==> src/rtl/enet_wdog_pkg.sv <==
// Shared types and widths for the Ethernet PHY link watchdog.
package enet_wdog_pkg;

    localparam int RETRY_W = 3;
    localparam int EVT_W   = 16;

    localparam logic [2:0] ST_IDLE    = 3'd0;
    localparam logic [2:0] ST_MONITOR = 3'd1;
    localparam logic [2:0] ST_ASSERT  = 3'd2;
    localparam logic [2:0] ST_RECOVER = 3'd3;
    localparam logic [2:0] ST_FAULT   = 3'd4;

    typedef enum logic [2:0] {
        S_IDLE    = ST_IDLE,
        S_MONITOR = ST_MONITOR,
        S_ASSERT  = ST_ASSERT,
        S_RECOVER = ST_RECOVER,
        S_FAULT   = ST_FAULT
    } wdog_state_e;

endpackage

==> src/rtl/enet_wdog_timer.sv <==
// Shared phase timer: clear, count-enable and equality terminal compare
// against a per-state limit supplied by the FSM.
module enet_wdog_timer #(
    parameter int CNT_W = 24
) (
    input  logic             tx_clk,
    input  logic             reset,
    input  logic             clr,
    input  logic             en,
    input  logic [CNT_W-1:0] limit,
    output logic             tc
);

    logic [CNT_W-1:0] count;

    always_ff @(posedge tx_clk) begin
        if (reset || clr)
            count <= '0;
        else if (en)
            count <= count + 1'b1;
    end

    assign tc = (count == limit);

endmodule

==> src/rtl/enet_link_wdog.sv <==
// Ethernet PHY link watchdog: times out on rx silence, pulses phy_reset_n,
// waits for PHY recovery and parks in FAULT after MAX_RETRY retries.
// Optional timeout event counter enabled by ENET_WDOG_EVT_CNT_EN.
//
// state   | meaning
// IDLE    | waiting for the upstream generator (gen_done)
// MONITOR | watching rx_activity, timer counts silence
// ASSERT  | phy_reset_n held low for PULSE_CYCLES
// RECOVER | PHY settling for RECOVER_CYCLES
// FAULT   | retries exhausted; only force_reset or reset leaves
module enet_link_wdog
    import enet_wdog_pkg::*;
#(
    parameter int CNT_W          = 24,
    parameter int TIMEOUT_CYCLES = 12500000,
    parameter int PULSE_CYCLES   = 250000,
    parameter int RECOVER_CYCLES = 2500000,
    parameter int MAX_RETRY      = 3
) (
    input  logic               tx_clk,
    input  logic               reset,
    input  logic               gen_done,
    input  logic               rx_activity,
    input  logic               force_reset,
    output logic               phy_reset_n,
    output logic               link_ok,
    output logic [RETRY_W-1:0] retry_count,
    output logic               fault,
    output logic [EVT_W-1:0]   wdog_evt_cnt
);

    wdog_state_e      state_q, state_d;
    logic             tc, timer_clr, timer_en;
    logic [CNT_W-1:0] limit;
    logic             act_hit, timeout_hit, retry_left;

    assign retry_left = (retry_count < RETRY_W'(MAX_RETRY));

    // gen_done drop and force_reset both outrank activity and timeout
    assign act_hit     = (state_q == S_MONITOR) && gen_done && !force_reset && rx_activity;
    assign timeout_hit = (state_q == S_MONITOR) && gen_done && !force_reset && !rx_activity && tc;

    always_comb begin
        state_d = state_q;
        case (state_q)
            S_IDLE:    if (gen_done) state_d = S_MONITOR;
            S_MONITOR: begin
                if (!gen_done)
                    state_d = S_IDLE;
                else if (force_reset)
                    state_d = S_ASSERT;
                else if (timeout_hit)
                    state_d = retry_left ? S_ASSERT : S_FAULT;
            end
            S_ASSERT:  if (tc) state_d = gen_done ? S_RECOVER : S_IDLE;
            S_RECOVER: begin
                if (!gen_done)
                    state_d = S_IDLE;
                else if (tc)
                    state_d = S_MONITOR;
            end
            S_FAULT:   if (force_reset) state_d = S_ASSERT;
            default:   state_d = S_IDLE;
        endcase
    end

    always_comb begin
        limit = '0;
        case (state_q)
            S_MONITOR: limit = CNT_W'(TIMEOUT_CYCLES - 1);
            S_ASSERT:  limit = CNT_W'(PULSE_CYCLES - 1);
            S_RECOVER: limit = CNT_W'(RECOVER_CYCLES - 1);
            default:   limit = '0;
        endcase
    end

    assign timer_clr = (state_d != state_q) || act_hit;
    assign timer_en  = (state_q == S_MONITOR) || (state_q == S_ASSERT) ||
                       (state_q == S_RECOVER);

    enet_wdog_timer #(.CNT_W(CNT_W)) u_timer (
        .tx_clk (tx_clk),
        .reset  (reset),
        .clr    (timer_clr),
        .en     (timer_en),
        .limit  (limit),
        .tc     (tc)
    );

    always_ff @(posedge tx_clk) begin
        if (reset) begin
            state_q     <= S_IDLE;
            phy_reset_n <= 1'b1;
            link_ok     <= 1'b0;
            retry_count <= '0;
            fault       <= 1'b0;
        end else begin
            state_q     <= state_d;
            phy_reset_n <= (state_d != S_ASSERT);
            fault       <= (state_d == S_FAULT);
            link_ok     <= (state_d == S_MONITOR) && (link_ok || act_hit);
            if ((state_q == S_FAULT) && force_reset)
                retry_count <= '0;
            else if (act_hit)
                retry_count <= '0;
            else if (timeout_hit && retry_left)
                retry_count <= retry_count + 1'b1;
        end
    end

`ifdef ENET_WDOG_EVT_CNT_EN
    logic [EVT_W-1:0] evt_q;

    always_ff @(posedge tx_clk) begin
        if (reset)
            evt_q <= '0;
        else if (timeout_hit && (evt_q != '1))
            evt_q <= evt_q + 1'b1;
    end

    assign wdog_evt_cnt = evt_q;
`else
    assign wdog_evt_cnt = '0;
`endif

endmodule

==> config.mk <==
export PLATFORM = sky130hd
export DESIGN_NAME = enet_link_wdog
export DESIGN_NICKNAME = d
export VERILOG_FILES = /design/src/rtl/enet_wdog_pkg.sv /design/src/rtl/enet_wdog_timer.sv /design/src/rtl/enet_link_wdog.sv
export SDC_FILE = /design/constraint.sdc
export NUM_CORES = 1
export LEC_CHECK = 0
export BUFFER_PORTS_ARGS = -buffer_cell sky130_fd_sc_hd__clkbuf_2
export CORE_ASPECT_RATIO = 0.75
export CORE_UTILIZATION = 52
export CTS_CLUSTER_DIAMETER = 100
export DETAILED_ROUTE_END_ITERATION = 7
export GPL_TIMING_DRIVEN = 0
export PLACE_DENSITY = 0.79
export SLEW_MARGIN = 30
export SYNTH_ARGS = -nofsm -noshare
export SYNTH_HDL_FRONTEND = slang
export SYNTH_HIERARCHICAL = 1
export SYNTH_SLANG_ARGS = --single-unit
==> constraint.sdc <==
create_clock -name tx_clk -period 3.7 [get_ports tx_clk]
set_clock_uncertainty 0.15 [all_clocks]
set_input_delay 0.555 -clock tx_clk [delete_from_list [all_inputs] [get_ports tx_clk]]
set_output_delay 0.555 -clock tx_clk [all_outputs]
set_load 0.01 [all_outputs]
==> impl_metrics.tcl, run 1 <==
set metrics [dict create \
    outcome "complete, no violations" \
    postSynthCellCount 253 \
    clock_sinks 33 \
    cp-end-kind "flop" \
    placed_area_mm2 0.002273 \
    track_usage_pct 23.24 \
    reg2reg_to "u_timer/count[16]" \
    reg2reg_slack_ps 170 \
    core_mm2 0.003732 \
    synth-seq-cells 33 \
    max_slew_margin_pct 38.86 \
    die_w_um 75.02 \
    fin_nets 297 \
    drt-total-wl_um 4365 \
    ys.flop_type "dfxtp_1" \
    cts_buffers 5 \
    via_per_inst 5.316 \
    holdCritPathClass "flop to flop" \
    min_period_ps 3533 \
    fin_util_pct 66.24 \
    slew_violations 0 \
    io_buffers 10 \
    fin_crit_sh_pct 95.48 \
    drt_drc_violations_left 0 \
    grt_max_degree 13 \
    grt.busiest_layer "met1" \
    hold_viol 0 \
    first_pass_iters 4 \
    final_common_cell "dfxtp_1" \
    ir_worst_vdd_v 0.0002067 \
    drt_iter0_markers 90 \
    netlist_area_mm2 0.002079 \
    timing.final.ws_setup_ps 167.4 \
    cts_tree "built" \
    placementRows 19 \
    met1_usage_pct 33.63 \
    yosysTopAreaCellShare_pct 31.77 \
    r2r_start "state_q[2]" \
    gp_congestion 0.8672 \
    finalSetupViolations 0 \
    holdPathStages 2 \
    yosys_warnings 6 \
    holdPathEnd "retry_count[2]" \
    ant_nets 0 \
    dp.cells 334 \
    postCtsHoldBufs 0 \
    clk_latency_ps 290 \
    die_h_um 56.77 \
    synthArstFlopShare_pct 0 \
    avgSynthCellArea_um2 8.219 \
    root_buffer "clkbuf_8" \
    post-dp-hpwl_um 3161 \
    use_met3_pct 5.386 \
    worstHoldStart "retry_count[2]" \
    critPathArrivalTime_ps 3600 \
    synth_edf_count 0 \
    syn_to_final_growth_pct 18.89 \
    antenna_found_initial 0 \
    yosys.area.top_type "dfxtp_1" \
    cp_max_fo 10 \
    drive_gt1_share_pct 23.45 \
    met2_usage_pct 32.95 \
    critPathRequiredTime_ps 3770 \
    cts.path.max_buffers 2 \
    grt_pass1_wl_um 7410 \
    max_freq_mhz 283.1 \
    fin_cells 342 \
    cts-htree-levels 2 \
    worstMarginPinSlew_ps 908.7 \
    p_per_area_mw_per_mm2 298.7 \
    place_ws_ps -632.8 \
    reg2reg_depth 14 \
    grt.overflow.total 0 \
    rsz0062_at_grt "false" \
    wl_per_cell_um 12.76 \
    die-area_mm2 0.004259 \
    maxCapViolations 0 \
    pin_count 27 \
    final_cell_mix "dfxtp_1, nor2_1, xor2_1, buf_4, conb_1" \
    cp-start-kind "flop" \
    grt_pass1_vias 1603 \
    crit_type "flop to flop" \
    synth.area.top_cells "dfxtp_1, xor2_1, xnor2_1" \
    total_leakage_power_uw 0.0009899 \
    ys_seq_area_share_pct 31.77 \
    n_antenna_cell 0 \
    ys_types 52 \
    clkTransAtPathRegs_ps 60 \
    num_vias 1818 \
    fin_setup_tns_ps 0 \
    start_util_pct 55.72 \
    stdcell_area_mm2 0.002472 \
]
==> worst max-delay path, cell delays in order, from the launching register on <==
cell	delay, ps
dfxtp_4	360
buf_8	130
nand2b_4	170
clkinvlp_4	170
and2_1	220
xnor2_1	190
nand4_1	180
nor3_4	240
or3b_4	420
or2_4	260
o311ai_1	90
o221ai_1	230
buf_4	200
or3_1	340
mux2i_1	120
==> layout make-up <==
cell class,count,area [um2]
plain buffers,25,197.7
inverters,7,30.03
multi-input cells,205,1354
fillers,318,1260
flip-flops and latches,33,666.9
well taps,52,65.06
clock buffers,7,86.33
repair buffers,13,72.57
==> stage by stage <==
stage | hold slack, ps | power, uW
6_report | 365.6 | 738.6
4_1_cts | 361.0 | 740.1
3_5_place_dp | 344.8 | 455.9
3_3_place_gp | 337.4 | 454.3
2_1_floorplan | 317.8 | 439.1
5_1_grt | 386.8 | 768.0
==> worst max path at each step <==
| stage | startpoint | endpoint | slack (ps) | cells after the start |
|---|---|---|---|---|
| floorplan | state_q[0] | u_timer/count[12] | 40 | 15 |
| global placement | state_q[0] | u_timer/count[6] | -540 | 15 |
| detailed placement | state_q[0] | u_timer/count[6] | -630 | 15 |
| CTS | state_q[2] | u_timer/count[20] | 30 | 16 |
| global route | state_q[1] | u_timer/count[20] | 10 | 15 |
| finish | state_q[2] | u_timer/count[16] | 170 | 14 |
==> cells in the mapped netlist, types with 5 or more instances <==
| cell type | instances |
|---|---|
| or3_1 | 5 |
| clkbuf_1 | 9 |
| nand3_1 | 5 |
| inv_1 | 7 |
| a21oi_1 | 15 |
| xnor2_1 | 14 |
| xor2_1 | 21 |
| nand4_1 | 8 |
| nor4_1 | 6 |
| nor2_1 | 30 |
| o21ai_0 | 9 |
| buf_4 | 16 |
| nand2_1 | 14 |
| dfxtp_1 | 33 |
==> cells by family after synthesis <==
group                    Yosys count  synth area share, %
buffers and inverters             34                9.447
AND/OR/NAND/NOR                  103                28.10
XOR/XNOR                          35                14.74
flip-flops                        33                31.77
AO/OA/AOI/OAI                     41                12.64
multiplexers                       3                1.444
adder cells (fa/ha/maj)            3                1.685
other                              1               0.1803
==> sequential cells by signal, indices dropped and copies added (netlist names) <==
| register | count |
|---|---|
| u_timer/count | 24 |
| retry_count | 3 |
| state_q | 3 |
| fault | 1 |
| link_ok | 1 |
| phy_reset_n | 1 |
==> power breakdown <==
| group | total, uW | leakage (uW) | switching, uW | internal (uW) |
|---|---|---|---|---|
| logic | 103 | 0.000678 | 57.9 | 44.9 |
| registers | 361 | 0.000268 | 3.99 | 357 |
| clock network | 275 | 0.0000443 | 128 | 147 |
==> per-layer routing <==
metal | share of wire (%) | wire length [um]
met3 | 5.0 | 218
met5 | 0 | 0
met1 | 51 | 2221
met2 | 43 | 1859
met4 | 1.5 | 65
==> timing repair <==
| item | 4_1_cts | 5_1_grt |
|---|---|---|
| endpoints found under the setup margin | 24 | 24 |
| pin swaps | 3 | 5 |
| buffers inserted | 2 | 1 |
| resized for setup | 21 | 10 |
Note: power is estimated with default switching activity, not from simulation.
==> inputs of run 2 (changes only) <==
--- a/config.mk
+++ b/config.mk
@@ -5,9 +5,10 @@
 export SDC_FILE = /design/constraint.sdc
 export NUM_CORES = 1
 export LEC_CHECK = 0
+export ABC_AREA = 1
 export BUFFER_PORTS_ARGS = -buffer_cell sky130_fd_sc_hd__clkbuf_2
 export CORE_ASPECT_RATIO = 0.75
-export CORE_UTILIZATION = 52
+export CORE_UTILIZATION = 53
 export CTS_CLUSTER_DIAMETER = 100
 export DETAILED_ROUTE_END_ITERATION = 7
 export GPL_TIMING_DRIVEN = 0
==> run 2 against run 1 <==
Against the previous run:
- maximum frequency rose by 8.4%
- via count up 14%
- die area up 10%
- worst setup slack better by 270 ps
- combinational power about the same
- clock power increased by 11%
- sequential share of layout area is 2.2 points lower
- critical path depth rose by 11
- cell area is 7.9% higher
- synthesized cell count is 36% higher
- register-to-register slack better by 270 ps
- sequential power barely moved
- largest cell class unchanged
==> impl_metrics.tcl, run 2 <==
set metrics [dict create \
    outcome "complete, no violations" \
    crit_type "flop to flop" \
    die-area_mm2 0.004685 \
    io_buffers 10 \
    critPathRequiredTime_ps 3790 \
    cts-htree-levels 2 \
    clkTransAtPathRegs_ps 70 \
    ant_nets 0 \
    synth_most_common_cell "nand2_1" \
    fin_nets 389 \
    gp_congestion 0.8726 \
    cp-start-kind "flop" \
    slowest_delay_ps 390 \
    regMostFlops "u_timer/count" \
    min_period_ps 3258 \
    die_h_um 59.53 \
    drive_gt1_share_pct 21.41 \
    n_antenna_cell 0 \
    core_mm2 0.004129 \
    clock_sinks 33 \
    ys_seq_area_share_pct 28.25 \
    cp_max_fo 6 \
    p_total_uw 771.6 \
    synthTopCellsByCount "nand2_1, nor2_1, dfxtp_1" \
    grt_pass1_wl_um 7893 \
    stdcell_area_mm2 0.002668 \
    syn_to_final_growth_pct 14.07 \
    max_freq_mhz 306.9 \
    postSynthCellCount 343 \
    cp-end-kind "flop" \
    fin_cells 438 \
    post-dp-hpwl_um 3689 \
    wl_per_cell_um 10.88 \
    timing.final.ws_setup_ps 442.0 \
    ys.flop_type "dfxtp_1" \
    final_common_cell "nand2_1" \
    dp.cells 427 \
    cts_buffers 5 \
    holdPathStages 2 \
    die_w_um 78.70 \
    slew_violations 0 \
    power_frac_comb_pct 13.8 \
    fin_crit_sh_pct 88.05 \
    finalSetupViolations 0 \
    first_pass_iters 4 \
    power.share.clock_pct 39.5 \
    p_per_area_mw_per_mm2 289.3 \
    largestRegisters "u_timer/count: 24 flops, retry_count: 3 flops, state_q: 3 flops" \
    place_ws_ps -246.7 \
    postCtsHoldBufs 0 \
    critPathArrivalTime_ps 3340 \
    synth.area.top_cells "dfxtp_1, nand2_1, nor2_1" \
    seq_power_share_pct 46.7 \
    num_vias 2068 \
    avgSynthCellArea_um2 6.818 \
    yosys_warnings 6 \
    grt.overflow.total 0 \
    synth-seq-cells 33 \
    yosysTopAreaCellShare_pct 28.25 \
    clk_latency_ps 290 \
    start_util_pct 56.64 \
    track_usage_pct 22.15 \
    yosys.area.top_type "dfxtp_1" \
    cts.path.max_buffers 2 \
    placementRows 20 \
    reg2reg_depth 25 \
    grt_max_degree 11 \
    via_per_inst 4.721 \
    drt-total-wl_um 4766 \
    netlist_area_mm2 0.002338 \
    largest_reg_flops 24 \
    root_buffer "clkbuf_8" \
    synth_edf_count 0 \
    antenna_found_initial 0 \
    ys_types 38 \
    p_sw_uw 202.9 \
    synthArstFlopShare_pct 0 \
    rsz0062_at_grt "false" \
    holdCritPathClass "flop to flop" \
    cpMaxStageDelayCell "dfxtp_1" \
    final_cell_mix "nand2_1, nor2_1, dfxtp_1, inv_1" \
    drt_drc_violations_left 0 \
    cts_tree "built" \
    internal-power_uw 568.8 \
    grt_pass1_vias 1808 \
    ir_worst_vdd_v 0.0002983 \
    total_leakage_power_uw 0.001244 \
    placed_area_mm2 0.002529 \
    swShare_pct 26.29 \
    hold_viol 0 \
    maxCapViolations 0 \
    fin_setup_tns_ps 0 \
    pin_count 27 \
    fillers 379 \
    crit_top_cell "nand2_1" \
    drt_iter0_markers 130 \
]
-- run 2: cell count changes in the layout (fill, tap and decap cells not counted), sizes merged, moves of 5 or more --
cell    before  now
clkbuf      23   17
inv          6   36
nand2       14   82
nand3        5   17
nor2        31   79
nor4         7    0
or3          8    0
or4          6    0
xnor2       14    5
xor2        21   16
-- run 2: per-layer routing --
| metal | up-vias | global-route usage, % | wire length [um] |
|---|---|---|---|
| li1 | 1124 | - | - |
| met1 | 909 | 28.97 | 2461 |
| met2 | 31 | 36.40 | 2077 |
| met3 | 4 | 5.077 | 180 |
| met4 | 0 | 7.143 | 47 |
| met5 | - | 0 | 0 |
-- run 2: power groups by stage --
stage               clock network [uW]  registers (uW)  logic, uW
finish                             305             361        106
global route                       324             361        120
CTS                                313             361        100
detailed placement                   0             369       98.8
global placement                     0             369       97.8
floorplan                            0             368       81.5
-- run 2: area by class of cell --
type	instances	area (um2)	share of cell area, %
inverters	38	158.9	5.957
multi-input cells	274	1478	55.39
plain buffers	17	127.6	4.784
clock buffers	7	96.34	3.612
repair buffers	13	72.57	2.720
clock inverters	1	5.005	0.1876
well taps	55	68.82	2.580
flip-flops and latches	33	660.6	24.77
-- run 2: what timing repair did --
action / 4_1_cts / 5_1_grt
gates cloned: 0 / 0
setup endpoints to repair: 20 / 24
setup buffers: 0 / 3
pin swaps: 0 / 1
endpoints found under the hold margin: 0 / 0
gates resized for setup: 2 / 3
-- run 2: path summary, 6_finish.rpt --
path,from,slack (ps),to
max,state_q[1],440,u_timer/count[4]
min,u_timer/count[9],380,u_timer/count[9]
max reg2reg,state_q[1],440,u_timer/count[4]
min reg2reg,u_timer/count[9],380,u_timer/count[9]
-- run 2: kinds of logic (layout without fill, tap and decap cells) --
group,Yosys count,after routing,share of synthesized area (%)
other,1,20,0.1604
XOR/XNOR,21,21,7.865
AO/OA/AOI/OAI,34,34,8.186
adder cells (fa/ha/maj),2,2,1.070
buffers and inverters,55,76,12.25
flip-flops,33,33,28.25
AND/OR/NAND/NOR,197,197,42.21
-- run 2: stage by stage --
stage / util (%) / hold WS, ps
2_1_floorplan: - / 318.5
6_report: 64.61 / 379.9
3_5_place_dp: 61.24 / 369.6
5_1_grt: 64.61 / 402.6
3_3_place_gp: 61.24 / 327.5
4_1_cts: 63.82 / 378.8
-- run 2: critical path: cells and delay by family, from the launching register on --
| family | cells | cell delay, ps |
|---|---|---|
| AND/OR/NAND/NOR | 19 | 1860 |
| buffers and inverters | 4 | 520 |
| flip-flops | 1 | 390 |
| AO/OA/AOI/OAI | 2 | 280 |
